--- config.mk ---
export PLATFORM = sky130hd
export DESIGN_NAME = cpu_ctrl_fsm
export DESIGN_NICKNAME = d
export VERILOG_FILES = /design/src/rtl/cpu_ctrl_fsm.sv
export SDC_FILE = /design/constraint.sdc
export NUM_CORES = 1
export LEC_CHECK = 0
export CAP_MARGIN = 40
export CORE_MARGIN = 1.5
export CORE_UTILIZATION = 41
export DETAILED_ROUTE_END_ITERATION = 8
export GPL_ROUTABILITY_DRIVEN = 0
export PLACE_DENSITY_LB_ADDON = 0.05
export SLEW_MARGIN = 15
export SYNTH_ARGS = -nofsm -noshare
export SYNTH_HDL_FRONTEND = slang
export SYNTH_SLANG_ARGS = --single-unit
--- constraint.sdc ---
create_clock -name clk -period 2 [get_ports clk]
set_input_delay 0.4 -clock clk [delete_from_list [all_inputs] [get_ports clk]]
set_output_delay 0.4 -clock clk [all_outputs]
set_load 0.02 [all_outputs]
--- src/rtl/cpu_ctrl_fsm.sv ---
// Multi-cycle FETCH/DECODE/EXEC/MEM/WB sequencer for the 16-bit CPU.
// Owns PC and IR, time-multiplexes the single memory port, and drives the ALU and register-file controls.
module cpu_ctrl_fsm #(
    parameter logic [11:0] RESET_PC = 12'h000
) (
    input  logic        clk,
    input  logic        rst_n,
    input  logic        start,
    input  logic [3:0]  opcode,
    input  logic [15:0] rf_rdata1,
    input  logic        alu_zero,
    input  logic        mem_ready,
    input  logic [15:0] mem_rdata,
    output logic [15:0] ir,
    output logic [11:0] pc,
    output logic        mem_req,
    output logic        mem_we,
    output logic [11:0] mem_addr,
    output logic        alu_en,
    output logic [2:0]  alu_op,
    output logic        rf_we,
    output logic        wb_sel,
    output logic        halted,
    output logic        illegal
);

    localparam int unsigned ADDR_W = 12;
    localparam int unsigned DATA_W = 16;
    localparam int unsigned ST_W   = 3;

    localparam logic [ST_W-1:0] S_IDLE   = 3'd0;
    localparam logic [ST_W-1:0] S_FETCH  = 3'd1;
    localparam logic [ST_W-1:0] S_DECODE = 3'd2;
    localparam logic [ST_W-1:0] S_EXEC   = 3'd3;
    localparam logic [ST_W-1:0] S_MEM    = 3'd4;
    localparam logic [ST_W-1:0] S_WB     = 3'd5;
    localparam logic [ST_W-1:0] S_HALT   = 3'd6;

    localparam logic [3:0] OP_NOP   = 4'h0;
    localparam logic [3:0] OP_LOAD  = 4'h8;
    localparam logic [3:0] OP_STORE = 4'h9;
    localparam logic [3:0] OP_JMP   = 4'hA;
    localparam logic [3:0] OP_BZ    = 4'hB;
    localparam logic [3:0] OP_HALT  = 4'hF;

    logic [ST_W-1:0]   r_state;
    logic [ST_W-1:0]   w_state_nx;
    logic [ADDR_W-1:0] r_pc;
    logic [ADDR_W-1:0] w_pc_nx;
    logic [DATA_W-1:0] r_ir;
    logic [DATA_W-1:0] w_ir_nx;
    logic              r_zflag;
    logic              w_zflag_nx;
    logic [DATA_W-1:0] r_load_data;
    logic [DATA_W-1:0] w_load_data_nx;

    logic w_is_alu;
    logic w_is_illegal;
    logic w_is_mem;
    logic w_unused;

    assign w_is_alu     = (opcode != OP_NOP) && !opcode[3];
    assign w_is_illegal = (opcode == 4'hC) || (opcode == 4'hD) || (opcode == 4'hE);
    assign w_is_mem     = (opcode == OP_LOAD) || (opcode == OP_STORE);

    // Load data is parked for the WB cycle; upper src1 bits are not part of the address.
    assign w_unused = ^{r_load_data, rf_rdata1[DATA_W-1:ADDR_W]};

    always_ff @(posedge clk or negedge rst_n) begin
        if (!rst_n) begin
            r_state     <= S_IDLE;
            r_pc        <= RESET_PC;
            r_ir        <= '0;
            r_zflag     <= 1'b0;
            r_load_data <= '0;
        end else begin
            r_state     <= w_state_nx;
            r_pc        <= w_pc_nx;
            r_ir        <= w_ir_nx;
            r_zflag     <= w_zflag_nx;
            r_load_data <= w_load_data_nx;
        end
    end

    always_comb begin
        w_state_nx     = r_state;
        w_pc_nx        = r_pc;
        w_ir_nx        = r_ir;
        w_zflag_nx     = r_zflag;
        w_load_data_nx = r_load_data;
        case (r_state)
            S_IDLE: begin
                if (start) w_state_nx = S_FETCH;
            end
            S_FETCH: begin
                if (mem_ready) begin
                    w_ir_nx    = mem_rdata;
                    w_pc_nx    = r_pc + ADDR_W'(1);
                    w_state_nx = S_DECODE;
                end
            end
            S_DECODE: begin
                if (w_is_alu || (opcode == OP_JMP) || (opcode == OP_BZ)) w_state_nx = S_EXEC;
                else if (w_is_mem)                                       w_state_nx = S_MEM;
                else if (opcode == OP_HALT)                              w_state_nx = S_HALT;
                else                                                     w_state_nx = S_FETCH;
            end
            S_EXEC: begin
                w_state_nx = S_FETCH;
                if (w_is_alu) begin
                    w_zflag_nx = alu_zero;
                    w_state_nx = S_WB;
                end else if ((opcode == OP_JMP) || ((opcode == OP_BZ) && r_zflag)) begin
                    w_pc_nx = r_ir[ADDR_W-1:0];
                end
            end
            S_MEM: begin
                if (mem_ready) begin
                    if (opcode == OP_STORE) begin
                        w_state_nx = S_FETCH;
                    end else begin
                        w_load_data_nx = mem_rdata;
                        w_state_nx     = S_WB;
                    end
                end
            end
            S_WB:    w_state_nx = S_FETCH;
            S_HALT:  w_state_nx = S_HALT;
            default: w_state_nx = S_IDLE;
        endcase
    end

    // Moore output decode; only the MEM address passes src1 straight through.
    always_comb begin
        mem_req  = 1'b0;
        mem_we   = 1'b0;
        mem_addr = '0;
        alu_en   = 1'b0;
        alu_op   = '0;
        rf_we    = 1'b0;
        wb_sel   = 1'b0;
        halted   = 1'b0;
        illegal  = 1'b0;
        case (r_state)
            S_FETCH: begin
                mem_req  = 1'b1;
                mem_addr = r_pc;
            end
            S_DECODE: illegal = w_is_illegal;
            S_EXEC: begin
                if (w_is_alu) begin
                    alu_en = 1'b1;
                    alu_op = opcode[2:0];
                end
            end
            S_MEM: begin
                mem_req  = 1'b1;
                mem_we   = (opcode == OP_STORE);
                mem_addr = rf_rdata1[ADDR_W-1:0];
            end
            S_WB: begin
                rf_we  = 1'b1;
                wb_sel = (opcode == OP_LOAD);
            end
            S_HALT:  halted = 1'b1;
            default: ;
        endcase
    end

    assign pc = r_pc;
    assign ir = r_ir;

endmodule

# ---- Word level (Yosys, flattened, before mapping)
# Index checks and enable logic that the tools add are counted.
dict set report word_totals {
  register_bits 32
  output_inout_bits 50
  inputBits 41
  wordCells 65
}
dict set report op_classes {
  n_mux 24
  n_eq_ne 19
  n_addsub 1
  n_reduce_logical 17
}
# operator n
set ops {}
lappend ops {{$pmux W12 S2} 2}
lappend ops {{$mux W12} 3}
lappend ops {{$eq A4 B4 Y1 const B} 8}
lappend ops {{$mux W3} 10}
lappend ops {{$pmux W3 S7} 1}
lappend ops {{$add A12 B1 Y12 const B} 1}
lappend ops {{$ne A2 B2 Y1 const B} 5}
lappend ops {{$eq A3 B3 Y1 const B} 3}
lappend ops {{$mux W1} 8}
lappend ops {{$eq A3 B2 Y1 const B} 2}
lappend ops {{$logic_or A1 B1 Y1} 6}
lappend ops {{$reduce_and A2 Y1} 2}
lappend ops {{$reduce_and A4 Y1} 1}
lappend ops {{$reduce_bool A4 Y1} 1}
lappend ops {{$eq A3 B1 Y1 const B} 1}
lappend ops {{$logic_not A3 Y1} 1}
lappend ops {{$reduce_and A3 Y1} 1}
lappend ops {{$logic_and A1 B1 Y1} 2}
lappend ops {{$reduce_bool A2 Y1} 1}
lappend ops {{$reduce_or A2 Y1} 1}
lappend ops {{$logic_not A1 Y1} 1}

# ---- Depth between registers and ports, before layout
# Gate-level depths: netlist of the first run.
dict set report logic_depth {
  word_depth 6
  ltp_mapped 7
  depth_no_buf 5
}

# ---- Least setup slack after synthesis of the first run
# No wires, ideal clock.
dict set report synth_path {
  kind {register to output}
  start {reg r_state[0]}
  end {out illegal}
  arrival_time_ps 1838
  required_time_ps 1600
  path_slack_ps -238
  n_path_buf 1
  path_stages_with_launch 5
  cell_sequence {dfrtp_1 -> buf_2 -> nor2b_1 -> nand2_1 -> a2111oi_0}
}
dict set report synth_between {
  elab_chain_cells 2
}
# item line
set synth_lines {}
lappend synth_lines {{start, declared} 46} ;# logic [ST_W-1:0] r_state;
lappend synth_lines {{start signal, assigned} 77} ;# r_state <= w_state_nx;
lappend synth_lines {{$eq A3 B2 Y1} 144} ;# case (r_state)
lappend synth_lines {{$mux W1} 144}
lappend synth_lines {{end, declared} 24} ;# output logic illegal
# Every way passes these cells.

# ---- Worst setup path after layout of the first run
dict set report layout_path {
  start {in opcode[3]}
  end {out alu_op[1]}
}
dict set report layout_between {
  elab_chain_cells 4
  elab_cells_between_ends 5
  cone_classes {mux (2); reduce/logical (3)}
}
# item line
set layout_lines {}
lappend layout_lines {{start, declared} 9} ;# input logic [3:0] opcode,
lappend layout_lines {{$reduce_bool A4 Y1 or $logic_not A1 Y1 (tied branches)} 62} ;# assign w_is_alu = (opcode != OP_NOP) && !opcode[3];
lappend layout_lines {{$logic_and A1 B1 Y1 *} 62}
lappend layout_lines {{$mux W3 *} 151} ;# if (w_is_alu) begin
lappend layout_lines {{$mux W3 *} 144}
lappend layout_lines {{end, declared} 20} ;# output logic [2:0] alu_op,
# Every way passes the cells marked *; elsewhere a longest branch is shown, timed or not.

==> results of run 1 <==
-- flip-flops by register name, indices dropped and copies added (netlist names) --
signal and flops:
r_state 3, r_zflag 1, pc 12, ir 16
-- report_power, final --
part	switching, mW	internal, mW
clock	0.223	0.279
sequential	0.339	0.978
combinational	1.76	1.65
-- cell families (layout without fill, tap and decap cells) --
kind of cell	after synthesis	count (layout)	synth area share, %
and+or+nand+nor	73	73	19.2
AOI/OAI and AO/OA	61	61	22.6
DFF	32	32	40.9
buffers and inverters	20	125	6.90
muxes	17	17	9.77
adders and majority gates	1	1	0.638
-- layer usage --
metal	vias to the layer above	GRT usage [%]	routed length, µm
met5	-	0	0
li1	968	-	-
met1	913	30.7	2580
met2	86	31.9	2290
met4	0	5.24	59
met3	6	4.31	383
-- how the worst max path moves through the flow --
stage                     cells past startpoint  slack (ps)         to  startpoint
after global placement                        3        -400    illegal   opcode[1]
after CTS                                     4         -20    illegal   opcode[2]
after global routing                          5          -5    mem_req  r_state[0]
final                                         5          30  alu_op[1]   opcode[3]
after detailed placement                      3        -460    illegal   opcode[1]
after floorplan                               4          20    illegal  r_state[0]
-- area by class of cell --
class | instances | area (µm²)
repair buffers | 114 | 1020
flip-flops and latches | 32 | 801
clock buffers | 7 | 86.3
clock inverters | 1 | 7.51
inverters | 3 | 11.3
multi-input cells | 152 | 1070
fillers | 385 | 1410
well taps | 52 | 65.1
-- Yosys cell counts (all sizes together) (4+ instances only) --
cell and instances:
dfrtp 32, nor2 24, mux2 17, a21oi 16, a22oi 12, buf 11, nand2 10, nand3 8
o21ai 7, clkbuf 6, a31oi 5, nand2b 5, and3 4, nand4 4, nor3 4
-- repair_timing --
item | CTS | global route
endpoints found under the setup margin | 22 | 12
resized for setup | 73 | 9
hold endpoints to repair | 0 | 0
cloned | 0 | 0
hold buffers | 0 | 0
-- per-stage QoR --
stage | hold WS [ps] | instances | power (mW) | instance area, µm² | util (%)
after global placement | 489 | 353 | 4.83 | 3010 | 67.3
after global routing | 532 | 361 | 5.56 | 3070 | 68.5
after detailed placement | 496 | 353 | 4.85 | 3010 | 67.3
after floorplan | 104 | 204 | 3.31 | 1960 | -
final | 510 | 361 | 5.23 | 3070 | 68.5
after CTS | 512 | 361 | 5.22 | 3060 | 68.4
-- worst max-delay path, cell delays in order --
cell             delay [ps]
clkdlybuf4s50_1         490
buf_4                   150
inv_1                    70
and3_1                  160
dlygate4sd2_1           310
==> results by group, run 1 <==
Logic synthesis
  – Main synth FF type: dfrtp_1
  – Register bit count reported by yosys: 32
  – Distinct cells, synth: 44
  – Synthesized Nets: roughly 250
  – Synth warn: 0
  – Syn_area_per_cell: 9.60 µm²
  – Largest area contributor in the netlist: dfrtp_1
  – Sequential fraction of the synthesis area: 40.9%
  – Ys async rst share: 100%
  – Post-Synthesis Cells: about 200
  – EDFF count, synth: 0
  – Area contributors post-synth: dfrtp_1 (41%), mux2_2 (9.8%), a22oi_1 (4.6%)
  – Area share of the largest cell type after synthesis: around 40%
  – Syn Std Cell Area: between 1500 and 2000 µm²

Floorplan
  – Core box area: 4470 µm²
  – Die area: roughly 5200 µm²
  – Row count: 24
  – Die Height: slightly above 70 µm
  – DIE WIDTH: approximately 70 µm
  – # IOs: ~90
  – Initial Util: about 44%

Drt
  – Router iterations before antenna repair: 4
  – # DRC: 0
  – Initial DRC count: just over 80
  – Routed length per instance: between 10 and 15 µm
  – Total Routed Length: ~5300 µm
  – Vias per Instance: 5.47
  – DR vias: between 1500 and 2000
  – Routed Antenna Nets: 0

Pwr
  – Max VDD drop: between 0.9 and 1 mV
  – Power density cells: 1700 nW/µm²
  – Lkg Pwr: roughly 1.3 nW

Finish
  – Most frequent cells in the layout: clkdlybuf4s50_1 (63), dfrtp_1 (32), buf_4 (25)
  – Ratio of cells with drive above 1 in the final layout: between 20% and 30%
  – Nets@finish: 350
  – Most common cell after layout, fill and taps aside: clkdlybuf4s50_1
  – Synthesis-to-layout area growth: 56.4%
  – Antenna diodes: 0

STA
  – Final worst setup slack: approximately 33 ps
  – Worst Clk Skew: between 6 and 7 ps
  – Max-slew violations: 0
  – Crit path time final: between 1500 and 2000 ps
  – Fin crit share: ~98%
  – F_max: between 500 and 600 MHz
  – Slew headroom: approximately 73%
  – RSZ-0062 raised after global routing: yes
  – # setup viols final: 0
  – Least-Margin Pin Slew: approximately 400 ps
  – TNS Setup: 0 ps
  – Hold Violations, Final: 0

Status
  – Status: complete, no violations

Global routing
  – Initial antenna violation count: 0
  – First-pass GRT wire length: slightly below 9000 µm
  – Largest net degree at the start of global routing: 33
  – Total gr overflow: 0
  – Vias in the first global route: around 1800
  – Gr usage total: 21.0%

Clock network
  – Max H-tree Level: 2
  – CTS root buffer: clkbuf_8
  – Setup Fix Bufs, Post-CTS: 0
  – CTS clk-pin slew, worst paths: about 60 ps
  – CTS Buffer Depth: 2
  – Worst-skew pair later-pin latency: ~270 ps
  – Clock Sinks: 32
  – CTS tree: yes
  – CTS Buf Count: 5

Setup path
  – Crit path arrival time: ~1600 ps
  – WP data required: 1600 ps
  – Reg2reg end: pc[11]
  – R2R Path Start: r_state[1]
  – R2R depth: 8
  – Worst-path fanout max: 6
  – CP Launch Type: input port
  – Setup crit end kind: output port
  – Setup Crit Path Kind: in -> out
  – R2R setup slack: 170 ps

Place
  – DP HPWL: 4010 µm
  – Pre-CTS setup slack: -463 ps
  – PortBufs: 86

Job
  – Max_cap viols: 0

Worst hold path
  – Hold Path Class: in -> async
(Power assumes the default switching activity.)
==> run 2: changes to the inputs <==
--- a/config.mk
+++ b/config.mk
@@ -10,6 +10,7 @@
 export CORE_UTILIZATION = 41
 export DETAILED_ROUTE_END_ITERATION = 8
 export GPL_ROUTABILITY_DRIVEN = 0
+export MAX_ROUTING_LAYER = met4
 export PLACE_DENSITY_LB_ADDON = 0.05
 export SLEW_MARGIN = 15
 export SYNTH_ARGS = -nofsm -noshare
==> run 2 against run 1 <==
Effect of this change: hold slack about the same; highest routed layer unchanged; largest cell class unchanged; total power decreased by 0.36%; setup slack about the same; sequential cell count unchanged; first-iteration DRC count is the same; critical endpoint unchanged.
==> results by group, run 2 (synthesis gave the netlist of run 1 again) <==
Clock network
  – Worst-skew pair later-pin latency: 280 ps (about the same)
  – Clock Sinks: 32 (unchanged)
  – CTS root buffer: clkbuf_8
  – Hold_buf cts: 0 (unchanged)
  – CTS Buf Count: 5 (unchanged)
  – CTS Buffer Depth: 2 (unchanged)
  – CTS tree: yes
  – Max H-tree Level: 2 (unchanged)
  – CTS clk-pin slew, worst paths: 60 ps (about the same)

Drt
  – Total Routed Length: 5310 µm (-0.11%)
  – Router iterations before antenna repair: 4 (unchanged)
  – Vias per Instance: 5.47 (about the same)
  – DR vias: 1974 (+0.051%)
  – Initial DRC count: 82 (unchanged)
  – Routed Antenna Nets: 0 (unchanged)
  – # DRC: 0 (unchanged)
  – Routed length per instance: 14.7 µm (-0.11%)

Place
  – PortBufs: 86 (unchanged)
  – Cells after DPL: 353 (unchanged)
  – DP HPWL: 4010 µm (unchanged)
  – DP Area: 3010 µm² (unchanged)
  – Pre-CTS setup slack: -463 ps (unchanged)

Setup path
  – R2R depth: 8 (unchanged)
  – CP Cell Sequence: clkdlybuf4s50_1 -> buf_4 -> inv_1 -> and3_1 -> dlygate4sd2_1
  – WP data required: 1600 ps (about the same)
  – CP Launch Type: input port
  – Setup crit end kind: output port
  – Max incr delay on CP: 490 ps (about the same)
  – Crit path arrival time: 1570 ps (about the same)
  – Setup Crit Path Kind: in -> out
  – Worst-path fanout max: 6 (unchanged)
  – Critical Path Slowest Stage Cell: clkdlybuf4s50_1

Pwr
  – Cell Int Power: 2.89 mW (-0.38%)
  – Power density cells: 1700 nW/µm² (-0.15%)
  – Design Power: 5.21 mW (-0.36%)
  – Logic gate share of total power: 65.2% (about the same)
  – Lkg Pwr: 1.32 nW (about the same)
  – Max VDD drop: 0.948 mV (-0.39%)
  – Register share of total power: 25.2% (about the same)
  – Sw frac: 44.4% (about the same)
  – Sw Pwr: 2.31 mW (-0.34%)
  – Clock Power Share: 9.7% (about the same)

STA
  – Slew headroom: 73.6% (+0.14 points)
  – Worst Clk Skew: 6.24 ps (-0.701 ps)
  – Min Hold Slack: 509 ps (-0.465 ps)
  – # setup viols final: 0 (unchanged)
  – F_max: 509 MHz (about the same)
  – Max-slew violations: 0 (unchanged)
  – RSZ-0062 raised after global routing: yes
  – Final worst setup slack: 33.6 ps (+0.133 ps)
  – Fin crit share: 98.3% (about the same)
  – Hold Violations, Final: 0 (unchanged)
  – Crit path time final: 1970 ps (-0.133 ps)
  – Least-Margin Pin Slew: 396 ps (-2.04 ps)

Finish
  – Synthesis-to-layout area growth: 56.1%
  – Ratio of cells with drive above 1 in the final layout: 27.2% (unchanged)
  – Final Non-Filler Cells: 361 (unchanged)
  – Most common cell after layout, fill and taps aside: clkdlybuf4s50_1
  – Max reg flops: 16 (unchanged)
  – Final Cell Area: 3060 µm² (-0.20%)
  – Most frequent cells in the layout: clkdlybuf4s50_1 (63), dfrtp_1 (32), buf_4 (25)
  – Nets@finish: 350 (unchanged)
  – Antenna diodes: 0 (unchanged)

Global routing
  – Largest net degree at the start of global routing: 33 (unchanged)
  – Total gr overflow: 0 (unchanged)
  – Gr usage total: 21.8% (+0.81 points)
  – Initial antenna violation count: 0 (unchanged)
  – Vias in the first global route: 1840 (-0.38%)
  – First-pass GRT wire length: 8710 µm (unchanged)

Floorplan
  – Die Height: 72.1 µm (unchanged)
  – Core box area: 4470 µm² (unchanged)
  – Die area: 5200 µm² (unchanged)
  – Row count: 24 (unchanged)
  – # IOs: 91 (unchanged)
  – DIE WIDTH: 72.1 µm (unchanged)
  – Initial Util: 43.8% (unchanged)

Worst hold path
  – Hold Path Class: in -> async

Job
  – Max_cap viols: 0 (unchanged)

Status
  – Status: complete, no violations
==> run 2: cell count changes in the layout (fill, tap and decap cells not counted), sizes merged <==
cell	before	now
clkdlybuf4s15	3	2
buf	42	43
==> run 2: worst max-delay path, delay by kind of cell <==
kind / cells / cell delay (ps)
buffers and inverters: 4 / 1020
and+or+nand+nor: 1 / 160
==> run 2: layout make-up <==
class / instances / area [µm²]
timing repair buffer: 114 / 1020
multi-input combinational: 152 / 1070
fill: 387 / 1420
clock inverter: 1 / 7.51
tap: 52 / 65.1
clock buffer: 7 / 86.3
sequential: 32 / 801
inverter: 3 / 11.3
==> run 2: layer usage <==
layer	vias to the layer above	share of wire [%]	global-route usage [%]
li1	972	-	-
met3	4	7.9	5.42
met1	906	48	30.9
met2	92	43	31.8
met5	-	0	-
met4	0	0.92	4.61
==> run 2: timing repair <==
item	4_1_cts	5_1_grt
gates resized for setup	73	10
endpoints found under the hold margin	0	0
setup endpoints to repair	22	13
setup buffers	0	0
==> run 2: per-stage QoR <==
step           util [%]  TNS (ps)
2_1_floorplan         -         0
3_3_place_gp       67.3     -2590
3_5_place_dp       67.3     -3060
4_1_cts            68.4     -22.6
5_1_grt            68.4     -1.62
6_report           68.4         0
==> run 2: path summary, 6_finish.rpt <==
check	start	end	slack, ps
max	opcode[3]	alu_op[1]	30
min	rst_n	r_zflag	510
max reg2reg	r_state[1]	pc[11]	180
max in group asynchronous	rst_n	r_state[2]	1200
min reg2reg	ir[15]	ir[15]	510
min in group clk	ir[15]	ir[15]	510
==> run 2: power groups by stage <==
stage	sequential, mW	combinational [mW]	clock (mW)
floorplan	1.61	1.70	0
finish	1.31	3.39	0.504
global placement	1.31	3.53	0
CTS	1.31	3.39	0.520
detailed placement	1.31	3.54	0
global route	1.37	3.63	0.553
==> RTL change (settings of run 1) <==
Set the localparam `ST_W` to 6 (it was 3).
--- a/src/rtl/cpu_ctrl_fsm.sv
+++ b/src/rtl/cpu_ctrl_fsm.sv
@@ -26,7 +26,7 @@
 
     localparam int unsigned ADDR_W = 12;
     localparam int unsigned DATA_W = 16;
-    localparam int unsigned ST_W   = 3;
+    localparam int unsigned ST_W   = 6;
 
     localparam logic [ST_W-1:0] S_IDLE   = 3'd0;
     localparam logic [ST_W-1:0] S_FETCH  = 3'd1;
Check against the original RTL: no difference found for any inputs over 10 cycles, from zero or initial values and one cycle with rst_n low; that may be too few to reach the edited logic, so the function may still have changed.
==> RTL change against run 1 <==
  * The run now ends with negative setup slack left
  * Synthesized area fell by 4.1%
  * Routed wire length is 5.7% higher
  * Critical path type unchanged
  * Setup slack got worse by 0.052 ns
  * Clock skew about the same
  * Sequential cell count stayed put
  * Cell count did not move
  * Highest routed layer unchanged
  * Cell area up 1.8%
  * Power is 0.77% lower
  * Combinational power shrank 6.5%
  * Die area fell by 3.9%
==> RTL change: results (changes against run 1) <==
Parameter                              Value

Worst setup path
  Setup slack of the worst register-to-register path    0.25 ns (was 0.17 ns)
  Slowest stage cell, crit path    dlygate4sd2_1 (was clkdlybuf4s50_1)
  FF-to-FF path depth    6 (was 8)
  Worst EP arrival    1.62 ns (was 1.57 ns)
  Slowest cell delay on critical path    0.26 ns (was 0.49 ns)
  FF-to-FF Start    r_state[1] (unchanged)
  FF-to-FF End    pc[4] (was pc[11])
  Crit-path max FO    6 (unchanged)

STA
  Post-layout worst setup margin    -0.0188 ns (was 0.0335 ns)
  Setup-failing EPs final    1 (was 0)
  Worst Hold Slack    0.488 ns (was 0.510 ns)
  Worst clock skew    0.00655 ns (was 0.00694 ns)
  Tightest Pin Transition    0.464 ns (was 0.398 ns)

Synthesis
  Sequential-to-total area share from yosys stat    42.6% (was 40.9%)
  Synth cell types    48 (was 44)
  Main synth FF type    dfrtp_1 (unchanged)
  Yosys warning count    0 (unchanged)
  Top cells by count, synth    dfrtp_1 (32), nor2_1 (18), a21oi_1 (16), mux2_1 (16), a22oi_1 (13) (was dfrtp_1 (32), nor2_1 (24), mux2_2 (17), a21oi_1 (16), a22oi_1 (12))
  Fraction of synthesis flops using an asynchronous set or reset pin    100% (unchanged)
  Top area cells in the synthesized netlist    dfrtp_1 (43%), mux2_1 (9.6%), a22oi_1 (5.2%) (was dfrtp_1 (41%), mux2_2 (9.8%), a22oi_1 (4.6%))
  Net Count, Synth    239 (was 246)

Clock network
  Number of clock buffers inserted by TritonCTS    5 (unchanged)
  Insertion delay of the later-clocked pin in the worst-skew pair    0.29 ns (was 0.27 ns)
  Clock-pin slew of the registers on the worst-case setup and hold paths    0.06 ns (about the same)
  Max H-tree Level    2 (unchanged)
  Clk buf depth    2 (unchanged)
  Clk Tree Root Cell    clkbuf_8 (unchanged)

Run status
  Violations in the final reports    negative setup slack
  Run status    complete, but fails checks (was finished, final reports clean)

Drt
  Detailed router's first-iteration violation count    110 (was 82)
  Number of search-and-repair iterations in the first detailed-routing pass    4 (unchanged)
  Residual antenna-violating net count after detailed routing    0 (unchanged)
  Vias    1964 (was 1973)
  Total routed wirelength    5.62 mm (was 5.32 mm)

Layout
  N_diodes    0 (unchanged)
  Largest register FFs    16 (unchanged)
  Fraction of final layout cells sized beyond drive strength 1    24.3% (was 27.2%)
  Number of nets in the layout    350 (unchanged)

Worst hold path
  Class of the worst hold path    flop to flop (was input port to async pin)
  Min-Delay Path Depth    1
  Beginning of the worst hold path    ir[15]
  Hold Crit Endpoint    ir[15]

GRT
  Antenna violations before repair    0 (unchanged)
  Pin count of the biggest net entering global routing    33 (unchanged)
  Number of global-route vias before repair    1896 (was 1847)
  All-Layer GR Usage    22.7% (was 21.0%)
  Global-route wire length before repair    8.98 mm (was 8.71 mm)

Placement
  HPWL Detailed    3.96 mm (was 4.01 mm)
  Buffers on Ports    86 (unchanged)

Power
  Maximum VDD drop    994 uV (was 952 uV)
  Leakage    1.35 nW (was 1.32 nW)
[RTL change: cell types whose count changed in the layout (fill, tap and decap cells not counted), sizes merged, moves of 2 or more]
cell / run 1 / this run
o21ai: 7 / 10
o21bai: 3 / 1
nor2: 24 / 18
clkdlybuf4s50: 63 / 60
dlygate4sd2: 4 / 6
a41o: 0 / 2
a31oi: 5 / 2
clkdlybuf4s15: 3 / 12
nand2b: 5 / 3
[RTL change: cell type report]
class / count / area (um^2)
Inverter: 3 / 11.3
Multi-Input combinational cell: 146 / 998
Timing Repair Buffer: 120 / 1120
Clock inverter: 1 / 30.0
Tap cell: 52 / 65.1
Clock buffer: 7 / 96.3
Sequential cell: 32 / 803
Fill cell: 368 / 1260
[RTL change: per-stage QoR]
step / setup slack, ns / TNS [ns] / area, um^2 / power [mW] / std cells
5_1_grt: -0.0952 / -0.644 / 3120 / 5.51 / 361
6_report: -0.0188 / -0.0188 / 3120 / 5.19 / 361
4_1_cts: -0.0297 / -0.0297 / 3100 / 5.19 / 361
2_1_floorplan: 0.0852 / 0 / 1880 / 2.95 / 197
3_3_place_gp: -0.636 / -4.23 / 2940 / 4.45 / 349
3_5_place_dp: -0.652 / -4.78 / 2940 / 4.48 / 349
[RTL change: per-layer routing]
metal	GRT usage, %	share of wire [%]
met1	30.5	46
met4	8.60	1.4
met5	0	0
met3	4.56	5.1
met2	36.3	48
[RTL change: worst max path at each step]
stage                     from        end  slack (ns)  cells after the start
floorplan            opcode[3]     wb_sel        0.09                      3
global placement     opcode[3]     mem_we       -0.64                      5
detailed placement   opcode[3]     mem_we       -0.65                      5
CTS                  opcode[1]  alu_op[0]       -0.03                      8
global route        r_state[2]  alu_op[0]        -0.1                      5
finish               opcode[1]  alu_op[0]       -0.02                      8
[RTL change: where the power goes]
group / switching [mW] / internal [mW] / leakage (nW)
combinational: 1.63 / 1.56 / 0.914
clock: 0.250 / 0.439 / 0.0645
sequential: 0.326 / 0.982 / 0.374
[RTL change: worst max-delay path: cells and delay by family]
kind	cells	cell delay, ns
and+or+nand+nor	4	0.57
buffers and inverters	4	0.65
[RTL change: cell families (layout without fill, tap and decap cells)]
| kind of cell | after synthesis | in the layout | synth area share (%) |
|---|---|---|---|
| compound gates | 59 | 59 | 21.2 |
| fa+ha+maj | 1 | 1 | 0.666 |
| buf+inv | 19 | 131 | 5.26 |
| flops | 32 | 32 | 42.6 |
| mux | 18 | 18 | 10.7 |
| simple gates | 68 | 68 | 19.5 |
[RTL change: repair_timing]
| action | in CTS | in global routing |
|---|---|---|
| endpoints found under the setup margin | 22 | 19 |
| pin swaps | 4 | 2 |
| hold endpoints to repair | 0 | 0 |
| gates resized for setup | 83 | 11 |
| buffers inserted | 4 | 0 |
